[src/rtl/reg_dump_pkg.sv]
// Shared constants and types for the register-file dump engine.
package reg_dump_pkg;

  localparam int unsigned DATA_W   = 8;
  localparam int unsigned ADDR_W   = 3;
  localparam int unsigned NUM_REGS = 8;
  // Settle counter width covers the legal SETTLE_CYCLES range 1..15.
  localparam int unsigned CTR_W    = 4;

  typedef enum logic [1:0] {
    ST_IDLE   = 2'd0,
    ST_SETTLE = 2'd1,
    ST_SEND   = 2'd2,
    ST_FIN    = 2'd3
  } dump_state_t;

  // Next register number, wrapping from NUM_REGS-1 back to 0.
  function automatic logic [ADDR_W-1:0] next_addr(input logic [ADDR_W-1:0] a);
    if (a == ADDR_W'(NUM_REGS - 1)) begin
      next_addr = '0;
    end else begin
      next_addr = a + ADDR_W'(1);
    end
  endfunction

endpackage

[src/rtl/reg_dump_settle_ctr.sv]
// Loadable down-counter with a registered zero flag; counts the settle wait.
module reg_dump_settle_ctr
  import reg_dump_pkg::*;
(
  input  logic             clk,
  input  logic             rst,
  input  logic             i_load,
  input  logic [CTR_W-1:0] i_load_val,
  input  logic             i_dec,
  output logic             o_zero
);

  logic [CTR_W-1:0] r_count;
  logic             r_zero;

  // Load takes priority over decrement; the count holds once it reaches zero.
  always_ff @(posedge clk or posedge rst) begin
    if (rst) begin
      r_count <= '0;
      r_zero  <= 1'b1;
    end else if (i_load) begin
      r_count <= i_load_val;
      r_zero  <= (i_load_val == CTR_W'(0));
    end else if (i_dec && !r_zero) begin
      r_count <= r_count - CTR_W'(1);
      r_zero  <= (r_count == CTR_W'(1));
    end
  end

  assign o_zero = r_zero;

endmodule

[src/rtl/reg_dump_unit.sv]
// Register-file dump engine: walks a register range through the asynchronous
// read port, waits a settle time per address and streams (addr, value) beats.
module reg_dump_unit
  import reg_dump_pkg::*;
#(
  parameter int unsigned SETTLE_CYCLES = 1
) (
  input  logic              CLK,
  input  logic              RESET,
  input  logic              START,
  input  logic [ADDR_W-1:0] FIRST_ADDR,
  input  logic [ADDR_W-1:0] LAST_ADDR,
  output logic [ADDR_W-1:0] RDADDRESS,
  input  logic [DATA_W-1:0] RDDATA,
  output logic [DATA_W-1:0] DOUT,
  output logic [ADDR_W-1:0] DOUT_ADDR,
  output logic              DOUT_VALID,
  input  logic              DOUT_READY,
  output logic              BUSY,
  output logic              DONE
);

  // Counter reload value: SETTLE lasts SETTLE_CYCLES cycles including the capture edge.
  localparam logic [CTR_W-1:0] SETTLE_LOAD = CTR_W'(SETTLE_CYCLES - 1);

  dump_state_t       r_state;
  // The read address register doubles as the latched first address of the range.
  logic [ADDR_W-1:0] r_rdaddr;
  logic [ADDR_W-1:0] r_last;
  logic [DATA_W-1:0] r_dout;
  logic [ADDR_W-1:0] r_dout_addr;
  logic              r_valid;
  logic              r_busy;
  logic              r_done;

  logic w_beat_taken;
  logic w_at_last;
  logic w_ctr_load;
  logic w_ctr_dec;
  logic w_ctr_zero;

  assign w_beat_taken = r_valid & DOUT_READY;
  assign w_at_last    = (r_rdaddr == r_last);

  // Counter control: reload on every new address, count down only while settling.
  always_comb begin
    w_ctr_load = 1'b0;
    w_ctr_dec  = 1'b0;
    case (r_state)
      ST_IDLE: begin
        w_ctr_load = START;
      end
      ST_SETTLE: begin
        w_ctr_dec = 1'b1;
      end
      ST_SEND: begin
        w_ctr_load = w_beat_taken & ~w_at_last;
      end
      ST_FIN: begin
        w_ctr_load = 1'b0;
      end
      default: begin
        w_ctr_load = 1'b0;
        w_ctr_dec  = 1'b0;
      end
    endcase
  end

  reg_dump_settle_ctr u_settle_ctr (
    .clk        (CLK),
    .rst        (RESET),
    .i_load     (w_ctr_load),
    .i_load_val (SETTLE_LOAD),
    .i_dec      (w_ctr_dec),
    .o_zero     (w_ctr_zero)
  );

  // Dump sequencer and all registered outputs.
  always_ff @(posedge CLK or posedge RESET) begin
    if (RESET) begin
      r_state     <= ST_IDLE;
      r_rdaddr    <= '0;
      r_last      <= '0;
      r_dout      <= '0;
      r_dout_addr <= '0;
      r_valid     <= 1'b0;
      r_busy      <= 1'b0;
      r_done      <= 1'b0;
    end else begin
      case (r_state)
        ST_IDLE: begin
          if (START) begin
            r_rdaddr <= FIRST_ADDR;
            r_last   <= LAST_ADDR;
            r_busy   <= 1'b1;
            r_state  <= ST_SETTLE;
          end
        end
        ST_SETTLE: begin
          // Capture whatever the read port shows on the final settle edge.
          if (w_ctr_zero) begin
            r_dout      <= RDDATA;
            r_dout_addr <= r_rdaddr;
            r_valid     <= 1'b1;
            r_state     <= ST_SEND;
          end
        end
        ST_SEND: begin
          if (w_beat_taken) begin
            r_valid <= 1'b0;
            if (w_at_last) begin
              r_busy  <= 1'b0;
              r_done  <= 1'b1;
              r_state <= ST_FIN;
            end else begin
              r_rdaddr <= next_addr(r_rdaddr);
              r_state  <= ST_SETTLE;
            end
          end
        end
        ST_FIN: begin
          // START is deliberately not sampled here.
          r_done  <= 1'b0;
          r_state <= ST_IDLE;
        end
        default: begin
          r_valid <= 1'b0;
          r_busy  <= 1'b0;
          r_done  <= 1'b0;
          r_state <= ST_IDLE;
        end
      endcase
    end
  end

  assign RDADDRESS  = r_rdaddr;
  assign DOUT       = r_dout;
  assign DOUT_ADDR  = r_dout_addr;
  assign DOUT_VALID = r_valid;
  assign BUSY       = r_busy;
  assign DONE       = r_done;

endmodule

[config.mk]
export PLATFORM = sky130hd
export DESIGN_NAME = reg_dump_unit
export DESIGN_NICKNAME = d
export VERILOG_FILES = /design/src/rtl/reg_dump_pkg.sv /design/src/rtl/reg_dump_settle_ctr.sv /design/src/rtl/reg_dump_unit.sv
export SDC_FILE = /design/constraint.sdc
export NUM_CORES = 1
export LEC_CHECK = 0
export ABC_AREA = 1
export CELL_PAD_IN_SITES_DETAIL_PLACEMENT = 0
export CELL_PAD_IN_SITES_GLOBAL_PLACEMENT = 1
export CORE_UTILIZATION = 36
export CTS_BUF_LIST = sky130_fd_sc_hd__clkbuf_16
export DETAILED_ROUTE_END_ITERATION = 10
export GPL_TIMING_DRIVEN = 1
export PLACE_DENSITY_LB_ADDON = 0.1
export SKIP_CTS_REPAIR_TIMING = 1
export SYNTH_ARGS = -nofsm -noshare
export SYNTH_HDL_FRONTEND = slang
export SYNTH_HIERARCHICAL = 1
export SYNTH_SLANG_ARGS = --single-unit
[constraint.sdc]
create_clock -name CLK -period 2.05 [get_ports CLK]
set_input_delay 0.3075 -clock CLK [delete_from_list [all_inputs] [get_ports CLK]]
set_output_delay 0.3075 -clock CLK [all_outputs]
set_load 0.02 [all_outputs]
==> results of run 1 <==
per-stage QoR:
stage / utilization [%] / power [uW] / instances / setup slack [ps] / hold WS [ps]
2_1_floorplan: - / 2148 / 168 / 510.9 / 85.29
3_3_place_gp: 49.97 / 2741 / 253 / 208.1 / 462.9
3_5_place_dp: 49.97 / 2783 / 253 / 171.7 / 480.0
4_1_cts: 52.10 / 3234 / 257 / 371.5 / 277.1
5_1_grt: 52.10 / 3466 / 257 / 241.6 / 302.9
6_report: 52.10 / 3193 / 257 / 383.8 / 274.2
cells by family (layout without fill, tap and decap cells):
| family | Yosys count | in the layout |
|---|---|---|
| AO/OA/AOI/OAI | 10 | 10 |
| adder cells (fa/ha/maj) | 4 | 4 |
| AND/OR/NAND/NOR | 86 | 86 |
| buffers and inverters | 21 | 62 |
| flip-flops | 27 | 27 |
| XOR/XNOR | 2 | 2 |
| other | 1 | 8 |
| multiplexers | 10 | 10 |
path summary, 6_finish.rpt:
path | end | slack (ps) | depth (start not counted)
worst max-delay path | RDADDRESS[2] | 380 | 2
worst min-delay path | u_settle_ctr/r_count[1] | 270 | 2
worst max register to register | u_settle_ctr/r_count[1] | 400 | 11
worst min register to register | DOUT_ADDR[1] | 490 | 2
max in group asynchronous | r_last[1] | 1410 | 3
min in group CLK | DOUT_ADDR[1] | 490 | 2
power by group through the flow:
stage                     sequential, uW  combinational (uW)  clock [uW]
after floorplan                     1220                 931           0
after global placement              1030                1710           0
after detailed placement            1040                1740           0
after CTS                           1030                1750         448
after global routing                1080                1920         466
final                               1030                1730         430
cells in the mapped netlist:
cell type  number  area [um^2]
xor2_1          1        8.760
conb_1          1        3.750
nand2_2         6        37.54
inv_1          16        60.06
o21ai_2         1        8.760
inv_2           4        15.01
nor2_1         10        37.54
dfrtp_1        26        650.6
mux2_2          5        56.30
xnor2_1         1        8.760
o21ai_0         3        15.01
a31oi_1         1        6.260
nor2_2          2        12.51
mux2_4          5        75.07
buf_6           1        11.26
nand3_1        12        60.06
o21ai_1         1        5.000
ha_1            4        50.05
nand2_4         1        11.26
nand4_1         2        12.51
dfstp_2         1        26.28
nand2_1        52        195.2
a21oi_1         4        20.02
nand3_2         1        10.01
worst max-delay path, stage by stage (launching register included):
cell and delay [ps]:
dfrtp_1 360, buf_4 140, clkdlybuf4s50_1 590
sequential cells by signal, summed over array words and instances (netlist names):
name	count
DONE	1
r_state	2
u_settle_ctr/o_zero	1
RDADDRESS	3
DOUT_ADDR	3
DOUT_VALID	1
DOUT	8
BUSY	1
u_settle_ctr/r_count	4
r_last	3
final cells by class:
class / count / area (um^2)
Clock inverter: 1 / 3.754
Tap cell: 48 / 60.06
Clock buffer: 3 / 75.07
Fill cell: 358 / 1767
Multi-Input combinational cell: 120 / 660.6
Sequential cell: 27 / 676.9
Timing Repair Buffer: 38 / 370.4
Inverter: 20 / 75.07
layout by cell type (no fill, tap or decap), drive strengths merged:
cell type and n:
a21oi 4, a31oi 1, buf 4, clkbuf 3
clkdlybuf4s50 34, conb 8, dfrtp 26, dfstp 1
ha 4, inv 21, mux2 10, nand2 59
nand3 13, nand4 2, nor2 12, o21ai 5
xnor2 1, xor2 1
routing by layer:
| metal | vias up | wire [um] | GRT usage (%) |
|---|---|---|---|
| met5 | - | 0 | 0 |
| met4 | 0 | 42 | 5.833 |
| met3 | 5 | 136 | 4.821 |
| met2 | 23 | 1481 | 28.16 |
| met1 | 564 | 1284 | 18.64 |
| li1 | 591 | - | - |
==> results.sh, run 1 <==
export IMPL_drive_above_1_share_pct=15.79
export IMPL_critPathRequiredTime_ps=1740
export IMPL_synth_xor_area_share_pct=1.253
export IMPL_vias=1183
export IMPL_critPathMaxFanout=4
export IMPL_synth_mux_area_fraction_pct=9.400
export IMPL_r2r_start="RDADDRESS[0]"
export IMPL_avgSynthCellArea_um2=8.681
export IMPL_clk_insertion_delay_late_ps=260
export IMPL_finalInstanceArea_um2=1922
export IMPL_swShare_pct=41.33
export IMPL_track_usage_pct=16.19
export IMPL_overflow=0
export IMPL_finalCritPeriodShare_pct=81.28
export IMPL_clkPwrFrac_pct=13.5
export IMPL_p_per_area_nw_per_um2=1661
export IMPL_start_util_pct=37.89
export IMPL_combPwrFrac_pct=54.3
export IMPL_dpl_cell_area_um2=1843
export IMPL_grt_pass1_vias=1181
export IMPL_n_antenna_cell=0
export IMPL_io_pins=35
export IMPL_drt_first_pass_iters=4
export IMPL_rsz0062_at_grt="no"
export IMPL_final_nets=232
export IMPL_grt_pass1_wl_mm=5.112
export IMPL_cp_arrival_ps=1360
export IMPL_grt_max_degree=23
export IMPL_finalSetupTns_ps=0
export IMPL_ant_nets=0
export IMPL_wire_per_inst_um=11.46
export IMPL_internal_power_uw=1873
export IMPL_portBuffers=34
export IMPL_end_kind="output port"
export IMPL_max_cap_violations=0
export IMPL_rows=22
export IMPL_antenna_found_initial=0
export IMPL_dpl_hpwl_mm=2.259
export IMPL_outcome="finished, final reports clean"
export IMPL_worst_setup_path_start_kind="register"
export IMPL_setup_worst_path_class="reg -> out"
export IMPL_finalHoldViolations=0
export IMPL_synthSimpleGateAreaFrac_pct=26.95
export IMPL_die_w_um=64.31
export IMPL_p_leak_uw=0.0009813
export IMPL_drtIter0Drc=43
export IMPL_power_net_switching_uw=1319
export IMPL_synth_warnings=6
export IMPL_clock_sinks=27
export IMPL_min_delay_path_class="in -> async"
export IMPL_tritoncts_num_buffers=3
export IMPL_fp_dieArea_um2=4135
export IMPL_synth_area_um2=1398
export IMPL_ctsLongestPathBuffers=2
export IMPL_synth_top_family_by_area="simple AND/OR/NAND/NOR gates"
export IMPL_drc_errors=0
export IMPL_p_seq_share_pct=32.3
export IMPL_final_max_slew_viol_count=0
export IMPL_clockRootBuffer="clkbuf_16"
export IMPL_synth_yosys_seq_area_share_pct=48.43
export IMPL_drt_wl_total_mm=2.944
export IMPL_setup_viol=0
export IMPL_critPathLaunch="RDADDRESS[2]"
export IMPL_area_delta_synth_final_pct=37.51
export IMPL_syn_inst=161
export IMPL_synthAdderAreaFrac_pct=3.581
export IMPL_fp_dieH_um=64.31
export IMPL_period_minus_slack_ps=1666
export IMPL_clkTransAtPathRegs_ps=60
export IMPL_finClkSkew_ps=2.366
export IMPL_synth_cell_types=24
export IMPL_cts_tree="done"
export IMPL_core_um2=3689
export IMPL_synth_compound_area_share_pct=3.939
export IMPL_cts_max_level=1
export IMPL_gp_congestion=0.8384
export IMPL_clock_fmax_mhz=600.2
export IMPL_synth_seq_cells=27
export IMPL_routed_via_density=4.603
export IMPL_max_vdd_ir_drop_mv=0.8050
Power figures use the tool's default switching activity.
==> run 2: changes to the inputs <==
CORE_UTILIZATION = 32   (was 36)
clock period = 1.45 ns   (was 2.05 ns; I/O delays follow)
==> results.sh, run 2 (same netlist as run 1, synthesis figures left out) <==
export IMPL_grt_pass1_vias=1159
export IMPL_overflow=0
export IMPL_setup_viol=0
export IMPL_setup_worst_path_class="reg -> reg"
export IMPL_outcome="finished, final reports clean"
export IMPL_post_route_util_pct=51.68
export IMPL_portBuffers=34
export IMPL_multi_input_area_um2=694.4
export IMPL_io_pins=35
export IMPL_period_minus_slack_ps=1395
export IMPL_antenna_found_initial=0
export IMPL_max_cap_violations=0
export IMPL_vias=1203
export IMPL_core_um2=4086
export IMPL_final_max_slew_viol_count=0
export IMPL_start_util_pct=34.20
export IMPL_finalSetupTns_ps=0
export IMPL_clkTransAtPathRegs_ps=70
export IMPL_cp_arrival_ps=1540
export IMPL_drive_above_1_share_pct=28.05
export IMPL_area_delta_synth_final_pct=51.12
export IMPL_n_antenna_cell=0
export IMPL_ant_nets=0
export IMPL_crit_slowest_cell="dfrtp_2"
export IMPL_min_delay_path_class="in -> async"
export IMPL_largest_reg_flops=8
export IMPL_power_uw=4899
export IMPL_ctsLongestPathBuffers=2
export IMPL_dpl_hpwl_mm=2.405
export IMPL_gp_congestion=0.8463
export IMPL_clock_fmax_mhz=717.1
export IMPL_slowest_delay_ps=440
export IMPL_seqCellArea_um2=684.4
export IMPL_grt_pass1_wl_mm=5.106
export IMPL_clk_insertion_delay_late_ps=260
export IMPL_critPathRequiredTime_ps=1600
export IMPL_clock_sinks=27
export IMPL_max_vdd_ir_drop_mv=0.8963
export IMPL_p_leak_uw=0.001214
export IMPL_worst_setup_path_start_kind="register"
export IMPL_p_per_area_nw_per_um2=2320
export IMPL_critPathMaxFanout=14
export IMPL_place_inst=265
export IMPL_wire_per_inst_um=11.69
export IMPL_final_nets=244
export IMPL_drc_errors=0
export IMPL_cts_max_level=1
export IMPL_clockRootBuffer="clkbuf_16"
export IMPL_cts_tree="done"
export IMPL_grt_max_degree=23
export IMPL_tritoncts_num_buffers=3
export IMPL_rr_worst_depth=5
export IMPL_final_cells=271
export IMPL_die_w_um=68.09
export IMPL_final_cell_mix="nand2_1, dfrtp_1, clkdlybuf4s50_1, dlymetal6s2s_1, buf_4"
export IMPL_rows=23
export IMPL_fp_dieH_um=68.09
export IMPL_drt_first_pass_iters=4
export IMPL_crit_chain="buf_4, nand2_2, inv_2, nand2_4, mux2_2"
export IMPL_finClkSkew_ps=3.897
export IMPL_fp_dieArea_um2=4636
export IMPL_drt_wl_total_mm=3.169
export IMPL_finalHoldViolations=0
export IMPL_final_common_cell="nand2_1"
export IMPL_finalCritPeriodShare_pct=96.18
export IMPL_drtIter0Drc=51
export IMPL_routed_via_density=4.439
export IMPL_nFillCells=393
export IMPL_track_usage_pct=15.10
export IMPL_end_kind="register"
-- run 2: final cells by class --
class / instances / area share, %
clock inverters: 1 / 0.3554
well taps: 50 / 2.962
repair buffers: 50 / 23.82
multi-input cells: 120 / 32.88
inverters: 20 / 4.028
clock buffers: 3 / 3.554
flip-flops and latches: 27 / 32.41
-- run 2: path summary, 6_finish.rpt --
kind,from,end,slack [ps]
hold / removal,RESET,u_settle_ctr/r_count[1],190
setup / recovery,r_state[0],DOUT[3],60
max in group asynchronous,RESET,RDADDRESS[1],890
min in group CLK,DONE,DONE,470
hold reg to reg,DONE,DONE,470
setup reg to reg,r_state[0],DOUT[3],60
-- run 2: layer usage --
layer  GRT usage, %  share of wire (%)  vias to the layer above
li1               -                  -                      619
met3          3.333                5.3                        4
met1          20.17                 48                      557
met4          5.469                1.1                        0
met5              0                  0                        -
met2          23.77                 46                       23
-- run 2: worst max-delay path, delay by kind of cell, from the launching register on --
family	cells	cell delay, ps
buf+inv	2	210
flops	1	440
mux	1	360
simple gates	2	250
-- run 2: power by group --
group	leakage, uW	switching [uW]	total, uW	internal, uW
registers	0.000315	284	1450	1170
clock network	0.0000371	270	645	375
logic	0.000862	1480	2800	1320
-- run 2: per-stage QoR --
| stage | hold WS [ps] | worst slack, ps | instance area, um^2 |
|---|---|---|---|
| 4_1_cts | 189.6 | -163.5 | 2027 |
| 5_1_grt | 223.1 | -21.85 | 2112 |
| 6_report | 187.0 | 55.41 | 2112 |
| 2_1_floorplan | -4.705 | -5.806 | 1448 |
| 3_3_place_gp | 453.4 | -183.0 | 1944 |
| 3_5_place_dp | 465.9 | -231.6 | 1944 |
